### config.mk
export PLATFORM = sky130hd
export DESIGN_NAME = lif_param_loader
export DESIGN_NICKNAME = d
export VERILOG_FILES = /design/src/rtl/lif_pkg.sv /design/src/rtl/lif_cfg_timeout.sv /design/src/rtl/lif_param_loader.sv
export SDC_FILE = /design/constraint.sdc
export NUM_CORES = 1
export LEC_CHECK = 0
export BUFFER_PORTS_ARGS = -buffer_cell sky130_fd_sc_hd__buf_2
export CAP_MARGIN = 30
export CELL_PAD_IN_SITES_DETAIL_PLACEMENT = 0
export CELL_PAD_IN_SITES_GLOBAL_PLACEMENT = 1
export CORE_MARGIN = 1
export CORE_UTILIZATION = 45
export DETAILED_ROUTE_END_ITERATION = 7
export PLACE_DENSITY_LB_ADDON = 0.1
export SETUP_SLACK_MARGIN = 0.1
export SYNTH_ARGS = -nofsm -noshare
export SYNTH_HDL_FRONTEND = slang
export SYNTH_SLANG_ARGS = --single-unit
### constraint.sdc
create_clock -name clk -period 3.45 [get_ports clk]
set_input_delay 0.69 -clock clk [delete_from_list [all_inputs] [get_ports clk]]
set_output_delay 0.69 -clock clk [all_outputs]
set_load 0.02 [all_outputs]
### src/rtl/lif_pkg.sv
`default_nettype none
// ---------------------------------------------------------------------------
// lif_pkg : shared types and constants for the LIF neuron and its loader
// Rev 1.0
// ---------------------------------------------------------------------------
package lif_pkg;

  localparam int WEIGHT_W = 3;
  localparam int LEAK_W   = 2;
  localparam int THRESH_W = 8;

  localparam logic [7:0] CHK_KEY = 8'h5A;

  localparam logic [1:0] ERR_NONE    = 2'b00;
  localparam logic [1:0] ERR_CHKSUM  = 2'b01;
  localparam logic [1:0] ERR_RANGE   = 2'b10;
  localparam logic [1:0] ERR_TIMEOUT = 2'b11;

  typedef enum logic [2:0] {
    S_B0     = 3'd0,
    S_B1     = 3'd1,
    S_B2     = 3'd2,
    S_CHK    = 3'd3,
    S_COMMIT = 3'd4
  } state_e;

  function automatic logic [7:0] frame_checksum(input logic [7:0] b0,
                                                input logic [7:0] b1,
                                                input logic [7:0] b2);
    return b0 ^ b1 ^ b2 ^ CHK_KEY;
  endfunction

endpackage
`default_nettype wire

### src/rtl/lif_cfg_timeout.sv
`default_nettype none
// ---------------------------------------------------------------------------
// lif_cfg_timeout : idle-cycle counter, expires on the TIMEOUT-th idle cycle
// Rev 1.0
// ---------------------------------------------------------------------------
module lif_cfg_timeout #(
  parameter int TIMEOUT = 255
) (
  input  logic clk,
  input  logic reset,
  input  logic run,
  input  logic clear,
  output logic expired
);

  localparam logic [7:0] LAST = 8'(TIMEOUT - 1);

  logic [7:0] cnt_q;
  logic [7:0] cnt_d;

  always_comb begin
    cnt_d = cnt_q;
    if (clear || !run) cnt_d = '0;
    else               cnt_d = cnt_q + 8'd1;
  end

  // Fires on the edge where the idle count would reach TIMEOUT; an accepted
  // byte in that same cycle suppresses it.
  assign expired = run && !clear && (cnt_q == LAST);

  always_ff @(posedge clk or posedge reset) begin
    if (reset) cnt_q <= '0;
    else       cnt_q <= cnt_d;
  end

endmodule
`default_nettype wire

### src/rtl/lif_param_loader.sv
`default_nettype none
// ---------------------------------------------------------------------------
// lif_param_loader : byte-serial checked loader for lif_neuron parameters
// Rev 1.0
// ---------------------------------------------------------------------------
module lif_param_loader
  import lif_pkg::*;
#(
  parameter int RST_CYCLES = 2,
  parameter int TIMEOUT    = 255
) (
  input  logic                clk,
  input  logic                reset,
  input  logic                cfg_valid,
  input  logic [7:0]          cfg_data,
  output logic                cfg_ready,
  output logic [WEIGHT_W-1:0] weight_a,
  output logic [WEIGHT_W-1:0] weight_b,
  output logic [LEAK_W-1:0]   leak_config,
  output logic [THRESH_W-1:0] threshold_min,
  output logic [THRESH_W-1:0] threshold_max,
  output logic                params_ready,
  output logic                nrn_reset,
  output logic [1:0]          err_code,
  output logic [7:0]          commit_count
);

  localparam logic [3:0] RST_LAST = 4'(RST_CYCLES);

  state_e              state_q, state_d;
  logic [7:0]          b0_q, b0_d, b1_q, b1_d, b2_q, b2_d;
  logic [WEIGHT_W-1:0] weight_a_q, weight_a_d, weight_b_q, weight_b_d;
  logic [LEAK_W-1:0]   leak_q, leak_d;
  logic [THRESH_W-1:0] tmin_q, tmin_d, tmax_q, tmax_d;
  logic                params_ready_q, params_ready_d;
  logic                nrn_reset_q, nrn_reset_d;
  logic [1:0]          err_q, err_d;
  logic [7:0]          count_q, count_d;
  logic [3:0]          rst_cnt_q, rst_cnt_d;
  logic                accept;
  logic                idle_run;
  logic                expired;

  assign cfg_ready = !reset && (state_q != S_COMMIT);
  assign accept    = cfg_valid && cfg_ready;
  assign idle_run  = (state_q == S_B1) || (state_q == S_B2) || (state_q == S_CHK);

  lif_cfg_timeout #(.TIMEOUT(TIMEOUT)) u_timeout (
    .clk     (clk),
    .reset   (reset),
    .run     (idle_run),
    .clear   (accept),
    .expired (expired)
  );

  always_comb begin
    state_d        = state_q;
    b0_d           = b0_q;
    b1_d           = b1_q;
    b2_d           = b2_q;
    weight_a_d     = weight_a_q;
    weight_b_d     = weight_b_q;
    leak_d         = leak_q;
    tmin_d         = tmin_q;
    tmax_d         = tmax_q;
    params_ready_d = params_ready_q;
    nrn_reset_d    = nrn_reset_q;
    err_d          = err_q;
    count_d        = count_q;
    rst_cnt_d      = '0;

    case (state_q)
      S_B0: if (accept) begin
        b0_d    = cfg_data;
        err_d   = ERR_NONE;
        state_d = S_B1;
      end
      S_B1: if (accept) begin
        b1_d    = cfg_data;
        state_d = S_B2;
      end
      S_B2: if (accept) begin
        b2_d    = cfg_data;
        state_d = S_CHK;
      end
      S_CHK: if (accept) begin
        if (cfg_data != frame_checksum(b0_q, b1_q, b2_q)) begin
          err_d   = ERR_CHKSUM;
          state_d = S_B0;
        end else if (b1_q > b2_q) begin
          err_d   = ERR_RANGE;
          state_d = S_B0;
        end else begin
          state_d = S_COMMIT;
        end
      end
      S_COMMIT: begin
        // First cycle publishes the shadow set; the pulse then runs RST_CYCLES.
        rst_cnt_d = rst_cnt_q + 4'd1;
        if (rst_cnt_q == 4'd0) begin
          weight_a_d     = b0_q[7:5];
          weight_b_d     = b0_q[4:2];
          leak_d         = b0_q[1:0];
          tmin_d         = b1_q;
          tmax_d         = b2_q;
          count_d        = count_q + 8'd1;
          params_ready_d = 1'b0;
          nrn_reset_d    = 1'b1;
        end
        if (rst_cnt_q == RST_LAST) begin
          rst_cnt_d      = '0;
          params_ready_d = 1'b1;
          nrn_reset_d    = 1'b0;
          state_d        = S_B0;
        end
      end
      default: state_d = S_B0;
    endcase

    if (expired) begin
      err_d   = ERR_TIMEOUT;
      b0_d    = '0;
      b1_d    = '0;
      b2_d    = '0;
      state_d = S_B0;
    end
  end

  always_ff @(posedge clk or posedge reset) begin
    if (reset) begin
      state_q        <= S_B0;
      b0_q           <= '0;
      b1_q           <= '0;
      b2_q           <= '0;
      weight_a_q     <= '0;
      weight_b_q     <= '0;
      leak_q         <= '0;
      tmin_q         <= '0;
      tmax_q         <= '0;
      params_ready_q <= 1'b0;
      nrn_reset_q    <= 1'b1;
      err_q          <= ERR_NONE;
      count_q        <= '0;
      rst_cnt_q      <= '0;
    end else begin
      state_q        <= state_d;
      b0_q           <= b0_d;
      b1_q           <= b1_d;
      b2_q           <= b2_d;
      weight_a_q     <= weight_a_d;
      weight_b_q     <= weight_b_d;
      leak_q         <= leak_d;
      tmin_q         <= tmin_d;
      tmax_q         <= tmax_d;
      params_ready_q <= params_ready_d;
      nrn_reset_q    <= nrn_reset_d;
      err_q          <= err_d;
      count_q        <= count_d;
      rst_cnt_q      <= rst_cnt_d;
    end
  end

  assign weight_a      = weight_a_q;
  assign weight_b      = weight_b_q;
  assign leak_config   = leak_q;
  assign threshold_min = tmin_q;
  assign threshold_max = tmax_q;
  assign params_ready  = params_ready_q;
  assign nrn_reset     = nrn_reset_q;
  assign err_code      = err_q;
  assign commit_count  = count_q;

endmodule
`default_nettype wire

[Word level (Yosys, flattened, before mapping)]
Index checks and enable logic that the tools add are counted.
Cells by class
  add/subtract/negate cells: 3
  $lt $le $gt $ge: 1
  eq/ne operators: 14
  muxes and demuxes: 29
  bitwise operators: 3
  reduce and logical (&&, ||, !) cells: 25
Operators by type and width (number)
  2-to-1 mux 8 bit: 8
  2-to-1 mux 3 bit: 8
  adder 8 x 1 -> 8 bit, second input constant: 2
  XOR 8 bit: 2
  case mux 3 bit (5 select lines): 1
  != test 3 x 2 -> 1 bit, second input constant: 4
  2-to-1 mux 2 bit: 5
  AND reduction 2 bit: 5
  nonzero test 2 bit: 5
  == test 8 bit, second input constant: 1
  greater-than comparator 8 bit: 1
  2-to-1 mux 4 bit: 2
  != test 8 bit: 1
  == test 3 x 2 -> 1 bit, second input constant: 2
  != test 3 bit, second input constant: 2
  AND reduction 5 bit: 1
  adder 4 x 1 -> 4 bit, second input constant: 1
  == test 4 x 2 -> 1 bit, second input constant: 1
  logical AND 1 bit: 4
  logical NOT 4 bit: 1
  2-to-1 mux 1 bit: 4
  != test 4 x 2 -> 1 bit, second input constant: 1
  inverter 4 bit: 1
  case mux 2 bit (2 select lines): 1
  7 further kinds: 11
Storage, ports and cells
  bits in registers: 75
  output and inout bits: 37
  logic and storage cells: 90

[Depth between registers and ports, before layout]
Gate-level depths: netlist of run 1.
  depth after elaboration: 8
  depth in mapped cells: 7

[Modules after synthesis]
From an unflattened synthesis of run 1, not the netlist that was laid out.
Unflattened totals
  cell total of the unflattened synthesis: 324
  area total of the unflattened synthesis: 3618.5 um^2
By module, submodules not included
  lif_param_loader: instances 1, cells an instance 285, area each 3238.1 um^2, seq. area each 1677.9 um^2
  lif_cfg_timeout: instances 1, cells an instance 39, area each 380.4 um^2, seq. area each 200.2 um^2

[Worst setup path after synthesis of run 1]
Ideal clock, no wire load.
  path kind: input -> register
  from: in cfg_valid
  to: reg b0_q[0]
  setup time: 0.136 ns
  data arrival time: 1.860 ns
  data required time: 3.314 ns
  path slack: 1.454 ns
  stages: 5
  buffers on the path: 1
  cells stage by stage: nor2b_1 -> nor3_1 -> a41oi_1 -> clkbuf_1 -> o21ai_0
On the way
  word-level cells in the longest chain between the ends: 6
RTL lines
  from (decl): line lif_param_loader.sv:14  | input logic cfg_valid,
  logical AND 1 bit (*): line lif_param_loader.sv:45  | assign accept = cfg_valid && cfg_ready;
  logical NOT 1 bit: line lif_cfg_timeout.sv:29  | assign expired = run && !clear && (cnt_q == LAST);
  logical AND 1 bit (2 in series): line lif_cfg_timeout.sv:29
  nonzero test 2 bit (no source line)
  AND reduction 2 bit (no source line)
  to (signal assigned): line lif_param_loader.sv:132  | b0_q <= '0;
  to (signal assigned): line lif_param_loader.sv:147  | b0_q <= b0_d;
  to (decl): line lif_param_loader.sv:31  | logic [7:0] b0_q, b0_d, b1_q, b1_d, b2_q, b2_d;
Mark *: on every way between the ends. The rest lies on a longest branch, timed or not.
A chain may end at the register's enable or synchronous reset.

[Final worst setup path of run 1]
  from: reg state_q[2]
  to: reg count_q[7], in the netlist commit_count[7]
On the way
  word-level cells in the longest chain between the ends: 2
RTL lines
  from (decl): line lif_param_loader.sv:30  | state_e state_q, state_d;
  from (signal assigned): line lif_param_loader.sv:146  | state_q <= state_d;
  == test 3 bit: line lif_param_loader.sv:72  | case (state_q)
  AND reduction 2 bit (no source line)
  to (signal assigned): line lif_param_loader.sv:158  | count_q <= count_d;
  to (decl): line lif_param_loader.sv:38  | logic [7:0] count_q, count_d;
Every way passes these cells.

==> results of run 1 <==
## synth_stat cells (4+ instances only)
cell type | n | area (µm²)
nand3_1 | 8 | 40.0
xnor2_1 | 28 | 245
xor2_1 | 14 | 123
clkbuf_1 | 6 | 22.5
mux2i_1 | 17 | 170
ha_1 | 11 | 138
nand2_1 | 21 | 78.8
mux2_2 | 26 | 293
o21ai_0 | 12 | 60.1
nor2_1 | 32 | 120
nand4_1 | 4 | 25.0
dfrtp_1 | 74 | 1850
a21oi_1 | 4 | 20.0
inv_1 | 11 | 41.3
## registers in the layout, summed over array words and instances, names as in the netlist
| name | count |
|---|---|
| weight_b | 3 |
| leak_config | 2 |
| u_timeout.cnt_q | 8 |
| nrn_reset | 1 |
| b2_q | 8 |
| threshold_min | 8 |
| threshold_max | 8 |
| err_code | 2 |
| commit_count | 8 |
| b1_q | 8 |
| rst_cnt_q | 4 |
| params_ready | 1 |
| state_q | 3 |
| b0_q | 8 |
| weight_a | 3 |
## metal layers
| layer | wire [µm] | GRT usage, % |
|---|---|---|
| met4 | 137 | 7.94 |
| met2 | 3080 | 26.8 |
| met5 | 0 | 0 |
| met3 | 194 | 3.02 |
| met1 | 3300 | 24.4 |
## final cells by class
cell class | count | share of cell area (%)
clock buffers | 12 | 3.75
clock inverters | 4 | 1.76
inverters | 11 | 0.999
multi-input cells | 212 | 38.4
flip-flops and latches | 75 | 45.4
well taps | 102 | 3.09
repair buffers | 50 | 6.54
## kinds of logic after synthesis
family          Yosys count  synth area share (%)
simple gates             91                  13.0
flops                    75                  52.4
mux                      43                  12.9
xor+xnor                 42                  10.3
compound gates           25                  4.33
buf+inv                  24                  3.35
fa+ha+maj                11                  3.84
## worst reg2reg max path, cell delays in order (launching register included)
cell	delay (ns)
dfrtp_1	0.50
or3b_4	0.47
nor4b_4	0.21
buf_4	0.39
and4_1	0.33
nand3_1	0.11
xnor2_1	0.14
## through the flow
stage               setup WS [ns]  cells  hold slack, ns
floorplan                   0.852    311           0.485
detailed placement          0.992    450           0.464
global route                 1.01    466           0.498
global placement             1.00    450           0.454
CTS                          1.16    466           0.477
finish                       1.18    466           0.469
## final timing paths
check                           start  slack (ns)                 end  depth (start not counted)
hold / removal                  reset        0.47  u_timeout.cnt_q[6]                          2
hold reg to reg             nrn_reset        0.47           nrn_reset                          2
setup reg to reg           state_q[2]        1.18     commit_count[7]                          6
max in group asynchronous       reset        2.27           nrn_reset                          3
min in group clk            nrn_reset        0.47           nrn_reset                          2
setup / recovery           state_q[2]        1.18     commit_count[7]                          6
## power by group through the flow
stage | Sequential (mW) | Combinational, mW | Clock, mW
floorplan | 1.41 | 0.782 | 0
global placement | 1.40 | 1.07 | 0
detailed placement | 1.40 | 1.08 | 0
CTS | 1.38 | 1.09 | 0.783
global route | 1.43 | 1.21 | 0.815
finish | 1.38 | 1.08 | 0.768
==> out/metrics.yaml, run 1 <==
grt_pass1_vias: 2282
antenna_found_initial: 0
final_cell_mix: "dfrtp_1 (74), buf_2 (47), nor2_1 (32)"
end_kind: "flop"
cp_data_required_time_ns: 3.69
vias: 2362
final_design_area_no_fill_um2: 4130
grtUsageTotal_pct: 17.5
multi_input_area_um2: 1590
nFillCells: 706
port_buffers: 47
syn_area_per_cell_um2: 11.5
period_needed_ns: 2.27
num_rows: 32
synth_ff_type: "dfrtp_1"
critPathMaxFanout: 30
cp_slowest_cell: "dfrtp_1"
period_share_pct: 65.8
vdd_drop_max_mv: 0.328
drc: 0
gp_congestion: 0.700
switching_share_pct: 35.4
tritoncts: "yes"
syn_area_um2: 3590
vias_per_cell: 5.07
powerDensity_nw_per_um2: 780
antenna_left: 0
syn_to_final_growth_pct: 15.2
status: "completed"
power.total_mw: 3.22
mostFrequentLayoutCell: "dfrtp_1"
cts_resized: 0
grt_pass1_wl_um: 11200
insertedDiodeCount: 0
cts_hold_buffers: 0
maxCapViolations: 0
cts_root_buf: "clkbuf_8"
core_um2: 7730
switchingPower_mw: 1.14
ys_warn_count: 0
cts.sinks: 75
p_leak_nw: 2.15
dr.pass1.iters: 4
max_stage_delay_ns: 0.50
crit_family: "simple AND/OR/NAND/NOR gates"
ys_seq_elements: 75
syn_nets: 333
ys_types: 38
setup_violations: 0
drtIter0Drc: 57
cts.path.max_buffers: 2
synth_edf_count: 0
worstMarginPinSlew_ns: 0.791
slew_viol_final: 0
synthCells: 311
final_nets: 381
cp-start-kind: "flop"
post-route-util_pct: 53.5
grt_start_max_net_pins: 43
cts_inserted_buffers: 9
worstPathCellList: "or3b_4, nor4b_4, buf_4, and4_1, nand3_1, xnor2_1"
clk_latency_ns: 0.35
clock.fmax_mhz: 441
start_util_pct: 46.4
overflow: 0
die_y_um: 91.3
die_w_um: 91.3
worstHoldPathType: "in -> async"
ioPinCount: 48
dp_hpwl_um: 4650
tns_ns: 0
path_buf_inv: 1
post_cts_buffers: 0
pwr-share-comb_pct: 33.4
die_area_um2: 8330
placed_cell_area_um2: 3910
wl_per_cell_um: 14.4
worst-setup-path-type: "reg -> reg"
clkTransAtPathRegs_ns: 0.08
ys_seq_area_share_pct: 52.4
max-slew-margin-rel_pct: 47.2
rsz0062_at_grt: "false"
clkPwrFrac_pct: 23.8
arrival_ns: 2.51
async_flop_share_pct: 100
internal-power_mw: 2.08
seq_area_um2: 1880
drt-total-wl_um: 6710
drive_gt1_share_pct: 26.1
finalClockSkew_ns: 0.0103
hold_violations: 0
htree_levels: 3
p_seq_share_pct: 42.8
(Power assumes the default switching activity.)
==> run 2, diff against run 1 <==
--- a/config.mk
+++ b/config.mk
@@ -10,7 +10,7 @@
 export CELL_PAD_IN_SITES_DETAIL_PLACEMENT = 0
 export CELL_PAD_IN_SITES_GLOBAL_PLACEMENT = 1
 export CORE_MARGIN = 1
-export CORE_UTILIZATION = 45
+export CORE_UTILIZATION = 41
 export DETAILED_ROUTE_END_ITERATION = 7
 export PLACE_DENSITY_LB_ADDON = 0.1
 export SETUP_SLACK_MARGIN = 0.1
==> constraint.sdc (replaced) <==
create_clock -name clk -period 1.92 [get_ports clk]
set_input_delay 0.384 -clock clk [delete_from_list [all_inputs] [get_ports clk]]
set_output_delay 0.384 -clock clk [all_outputs]
set_load 0.02 [all_outputs]
==> out/metrics.yaml, run 2 (synthesis results as in run 1) <==
vdd_drop_max_mv: 0.767
drt-total-wl_um: 8170
powerDensity_nw_per_um2: 1430
period_share_pct: 95.3
internal-power_mw: 4.41
antenna_left: 0
drtIter0Drc: 107
core_um2: 8340
die_y_um: 95.5
clock.fmax_mhz: 547
post-route-util_pct: 58.2
max_stage_delay_ns: 0.40
tritoncts: "yes"
worst-setup-path-type: "reg -> reg"
crit_family: "compound AO/OA/AOI/OAI gates"
antenna_found_initial: 0
switching_share_pct: 36.4
ioPinCount: 48
cts.path.max_buffers: 2
mostFrequentLayoutCell: "dfrtp_1"
wl_per_cell_um: 15.9
cts_inserted_buffers: 9
cts_hold_buffers: 0
htree_levels: 3
cp-start-kind: "flop"
final_nets: 425
critPathMaxFanout: 3
overflow: 0
worstPathCellList: "ha_1, and2_4, nand4_1, o31ai_4, o211a_1, a2111o_1"
post-place-ws_ns: -0.0785
die_area_um2: 9130
rsz0062_at_grt: "true"
syn_to_final_growth_pct: 35.3
max-slew-margin-rel_pct: 65.5
top_usage_layer: "met2"
crit_path_start: "b1_q[3]"
cts.sinks: 75
p_leak_nw: 2.46
drc: 0
cts_root_buf: "clkbuf_8"
slew_viol_final: 0
gp_congestion: 0.752
drive_gt1_share_pct: 40.7
vias_per_cell: 4.99
met2_usage_pct: 28.9
grt_pass1_wl_um: 12700
grtUsageTotal_pct: 18.9
num_rows: 33
port_buffers: 47
final_cell_mix: "dfrtp_1 (73), buf_2 (47), buf_4 (36)"
vias: 2562
die_w_um: 95.5
start_util_pct: 43.0
fin_cells: 513
clkPwrFrac_pct: 18.0
dp_hpwl_um: 5360
end_kind: "flop"
clkTransAtPathRegs_ns: 0.08
pwr-share-comb_pct: 47.3
setup_violations: 0
finalClockSkew_ns: 0.00859
maxCapViolations: 0
cp_slowest_cell: "dfrtp_1"
path_buf_inv: 0
insertedDiodeCount: 0
clk_latency_ns: 0.35
status: "completed"
grt_start_max_net_pins: 26
p_seq_share_pct: 34.7
place_inst: 482
grt_pass1_vias: 2468
switchingPower_mw: 2.52
arrival_ns: 2.07
reg2reg_from: "b1_q[3]"
dr.pass1.iters: 4
hold_violations: 0
grtUsageMet3_pct: 4.07
finalWorstSetupSlack_ns: 0.0907
worstHoldPathType: "in -> async"
worstMarginPinSlew_ns: 0.516
period_needed_ns: 1.83
cp_data_required_time_ns: 2.16
use_met1_pct: 25.9
-- run 2: cell types whose count changed in the layout (fill, tap and decap cells not counted), moves of 3 or more --
| cell | before | now |
|---|---|---|
| buf_4 | 2 | 36 |
| ha_1 | 11 | 7 |
| buf_6 | 0 | 4 |
| ha_4 | 0 | 4 |
| mux2_2 | 26 | 1 |
| xnor2_2 | 0 | 3 |
| mux2_4 | 0 | 25 |
| xnor2_1 | 28 | 24 |
-- run 2: layout make-up --
type	instances	area (µm²)
Multi-Input combinational cell	212	1900
Clock buffer	14	163
Inverter	11	45.0
Fill cell	735	3490
Sequential cell	75	1880
Tap cell	105	131
Clock inverter	2	35.0
Timing Repair Buffer	94	703
-- run 2: path summary, 6_finish.rpt --
| kind | endpoint | slack, ns | depth (start not counted) |
|---|---|---|---|
| min in group clk | b0_q[6] | 0.30 | 3 |
| max in group asynchronous | weight_a[0] | 1.28 | 3 |
| worst max register to register | err_code[0] | 0.09 | 6 |
| worst min register to register | commit_count[7] | 0.46 | 1 |
| worst max-delay path | err_code[0] | 0.09 | 6 |
| worst min-delay path | u_timeout.cnt_q[0] | 0.07 | 2 |
-- run 2: routing by layer --
metal	up-vias	share of wire, %
met2	40	46
li1	1238	-
met4	0	1.6
met5	-	0
met3	9	3.0
met1	1275	50
-- run 2: stage by stage --
step | hold slack (ns) | setup TNS [ns] | cell area, µm² | total power, mW
5_1_grt | 0.0929 | 0 | 4850 | 7.41
6_report | 0.0727 | 0 | 4850 | 6.93
2_1_floorplan | 0.485 | 0 | 3590 | 3.95
3_3_place_gp | 0.457 | -0.0847 | 4160 | 4.74
4_1_cts | 0.0765 | 0 | 4450 | 6.13
3_5_place_dp | 0.463 | -0.0785 | 4160 | 4.77
-- run 2: repair_timing --
| action | in CTS | in global routing |
|---|---|---|
| resized for setup | 8 | 60 |
| gates cloned | 1 | 2 |
| pin swaps | 10 | 19 |
| buffers inserted | 5 | 8 |
| setup endpoints to repair | 30 | 36 |
-- run 2: power by group through the flow --
stage                     clock network [mW]  registers, mW  logic (mW)
final                                   1.25           2.41        3.28
after global routing                    1.35           2.47        3.59
after CTS                               1.28           2.40        2.44
after detailed placement                   0           2.43        2.33
after global placement                     0           2.42        2.32
after floorplan                            0           2.54        1.41
==> run 3, diff against run 2 <==
--- a/config.mk
+++ b/config.mk
@@ -12,7 +12,7 @@
 export CORE_MARGIN = 1
 export CORE_UTILIZATION = 41
 export DETAILED_ROUTE_END_ITERATION = 7
-export PLACE_DENSITY_LB_ADDON = 0.1
+export PLACE_DENSITY = 0.81
 export SETUP_SLACK_MARGIN = 0.1
 export SYNTH_ARGS = -nofsm -noshare
 export SYNTH_HDL_FRONTEND = slang
==> out/metrics.yaml, run 3 (synthesis results as in run 1) <==
rsz0062_at_grt: "true"
clock.fmax_mhz: 538
dp_hpwl_um: 4940
htree_levels: 3
antenna_found_initial: 0
cts_hold_buffers: 0
die_w_um: 95.5
period_needed_ns: 1.86
antenna_left: 0
max-slew-margin-rel_pct: 76.4
clk_latency_ns: 0.36
cp-start-kind: "flop"
cts.sinks: 75
vias_per_cell: 5.00
core_um2: 8340
cp_data_required_time_ns: 2.16
crit_path_start: "state_q[0]"
cts.path.max_buffers: 2
grt_start_max_net_pins: 56
final_nets: 416
vias: 2519
post-place-ws_ns: 0.00693
drtIter0Drc: 124
tritoncts: "yes"
overflow: 0
wl_per_cell_um: 14.1
start_util_pct: 43.0
gp_congestion: 0.805
worstMarginPinSlew_ns: 0.350
finalWorstSetupSlack_ns: 0.0619
num_rows: 33
cts_inserted_buffers: 9
clkTransAtPathRegs_ns: 0.08
vdd_drop_max_mv: 0.724
hold_slack_ns: 0.133
powerDensity_nw_per_um2: 1390
maxCapViolations: 0
setup_violations: 0
insertedDiodeCount: 0
drc: 0
grt_pass1_vias: 2475
status: "completed"
finalClockSkew_ns: 0.0112
grtUsageTotal_pct: 17.2
cp_slowest_cell: "or3b_4"
slew_viol_final: 0
end_kind: "flop"
reg2reg_from: "state_q[0]"
drt-total-wl_um: 7090
arrival_ns: 2.10
worstPathCellList: "or3b_4, nor4b_4, buf_6, buf_12, mux2_2"
nFillCells: 727
die_area_um2: 9130
period_share_pct: 96.8
hold_violations: 0
syn_to_final_growth_pct: 26.2
worst-setup-path-type: "reg -> reg"
mostFrequentLayoutCell: "dfrtp_1"
ioPinCount: 48
grt_pass1_wl_um: 11700
post-route-util_pct: 54.3
p_leak_nw: 2.33
worstHoldPathType: "in -> async"
tns_ns: 0
placed_cell_area_um2: 4140
final_design_area_no_fill_um2: 4530
dr.pass1.iters: 4
port_buffers: 47
max_stage_delay_ns: 0.42
die_y_um: 95.5
final_cell_mix: "dfrtp_1 (73), buf_2 (47), buf_4 (33)"
cts_root_buf: "clkbuf_8"
drive_gt1_share_pct: 37.6
critPathMaxFanout: 12
## run 3: cell count changes in the layout (fill, tap and decap cells not counted), sizes merged
cell / before / now
buf: 92 / 85
clkbuf: 16 / 9
clkinvlp: 1 / 5
inv: 10 / 11
## run 3: cell type report
type,count,area (µm²),area share (%)
Clock inverter,7,77.6,1.71
Inverter,11,45.0,0.995
Timing Repair Buffer,85,557,12.3
Sequential cell,75,1880,41.5
Tap cell,105,131,2.90
Clock buffer,9,124,2.74
Multi-Input combinational cell,212,1710,37.9
## run 3: final timing paths
check | to | slack, ns | cells after the start
hold reg to reg | nrn_reset | 0.47 | 2
setup / recovery | threshold_min[5] | 0.06 | 5
hold / removal | state_q[2] | 0.13 | 3
max in group asynchronous | nrn_reset | 1.50 | 3
setup reg to reg | threshold_min[5] | 0.06 | 5
min in group clk | b0_q[7] | 0.31 | 3
## run 3: power by group
group          switching (mW)  internal [mW]
Sequential              0.358           2.01
Clock                   0.612          0.605
Combinational            1.32           1.38
## run 3: repair_timing
item / in CTS / in global routing
buffers inserted: 8 / 0
setup endpoints to repair: 19 / 41
pin swaps: 2 / 10
cloned: 1 / 0
gates resized for setup: 8 / 21
## run 3: per-layer routing
metal | GRT usage, % | share of wire [%] | up-vias
li1 | - | - | 1227
met1 | 22.0 | 46 | 1227
met2 | 27.6 | 48 | 53
met3 | 4.78 | 4.2 | 12
met4 | 6.59 | 1.6 | 0
met5 | 0 | 0 | -
## run 3: critical path, delay by kind of cell (launching register included)
kind / cells / cell delay, ns
buffers and inverters: 2 / 0.30
DFF: 1 / 0.38
muxes: 1 / 0.33
and+or+nand+nor: 2 / 0.73
## run 3: through the flow
step / cells / total power, mW
floorplan: 311 / 3.95
global placement: 481 / 4.73
detailed placement: 481 / 4.77
CTS: 506 / 6.11
global route: 504 / 6.77
finish: 504 / 6.29
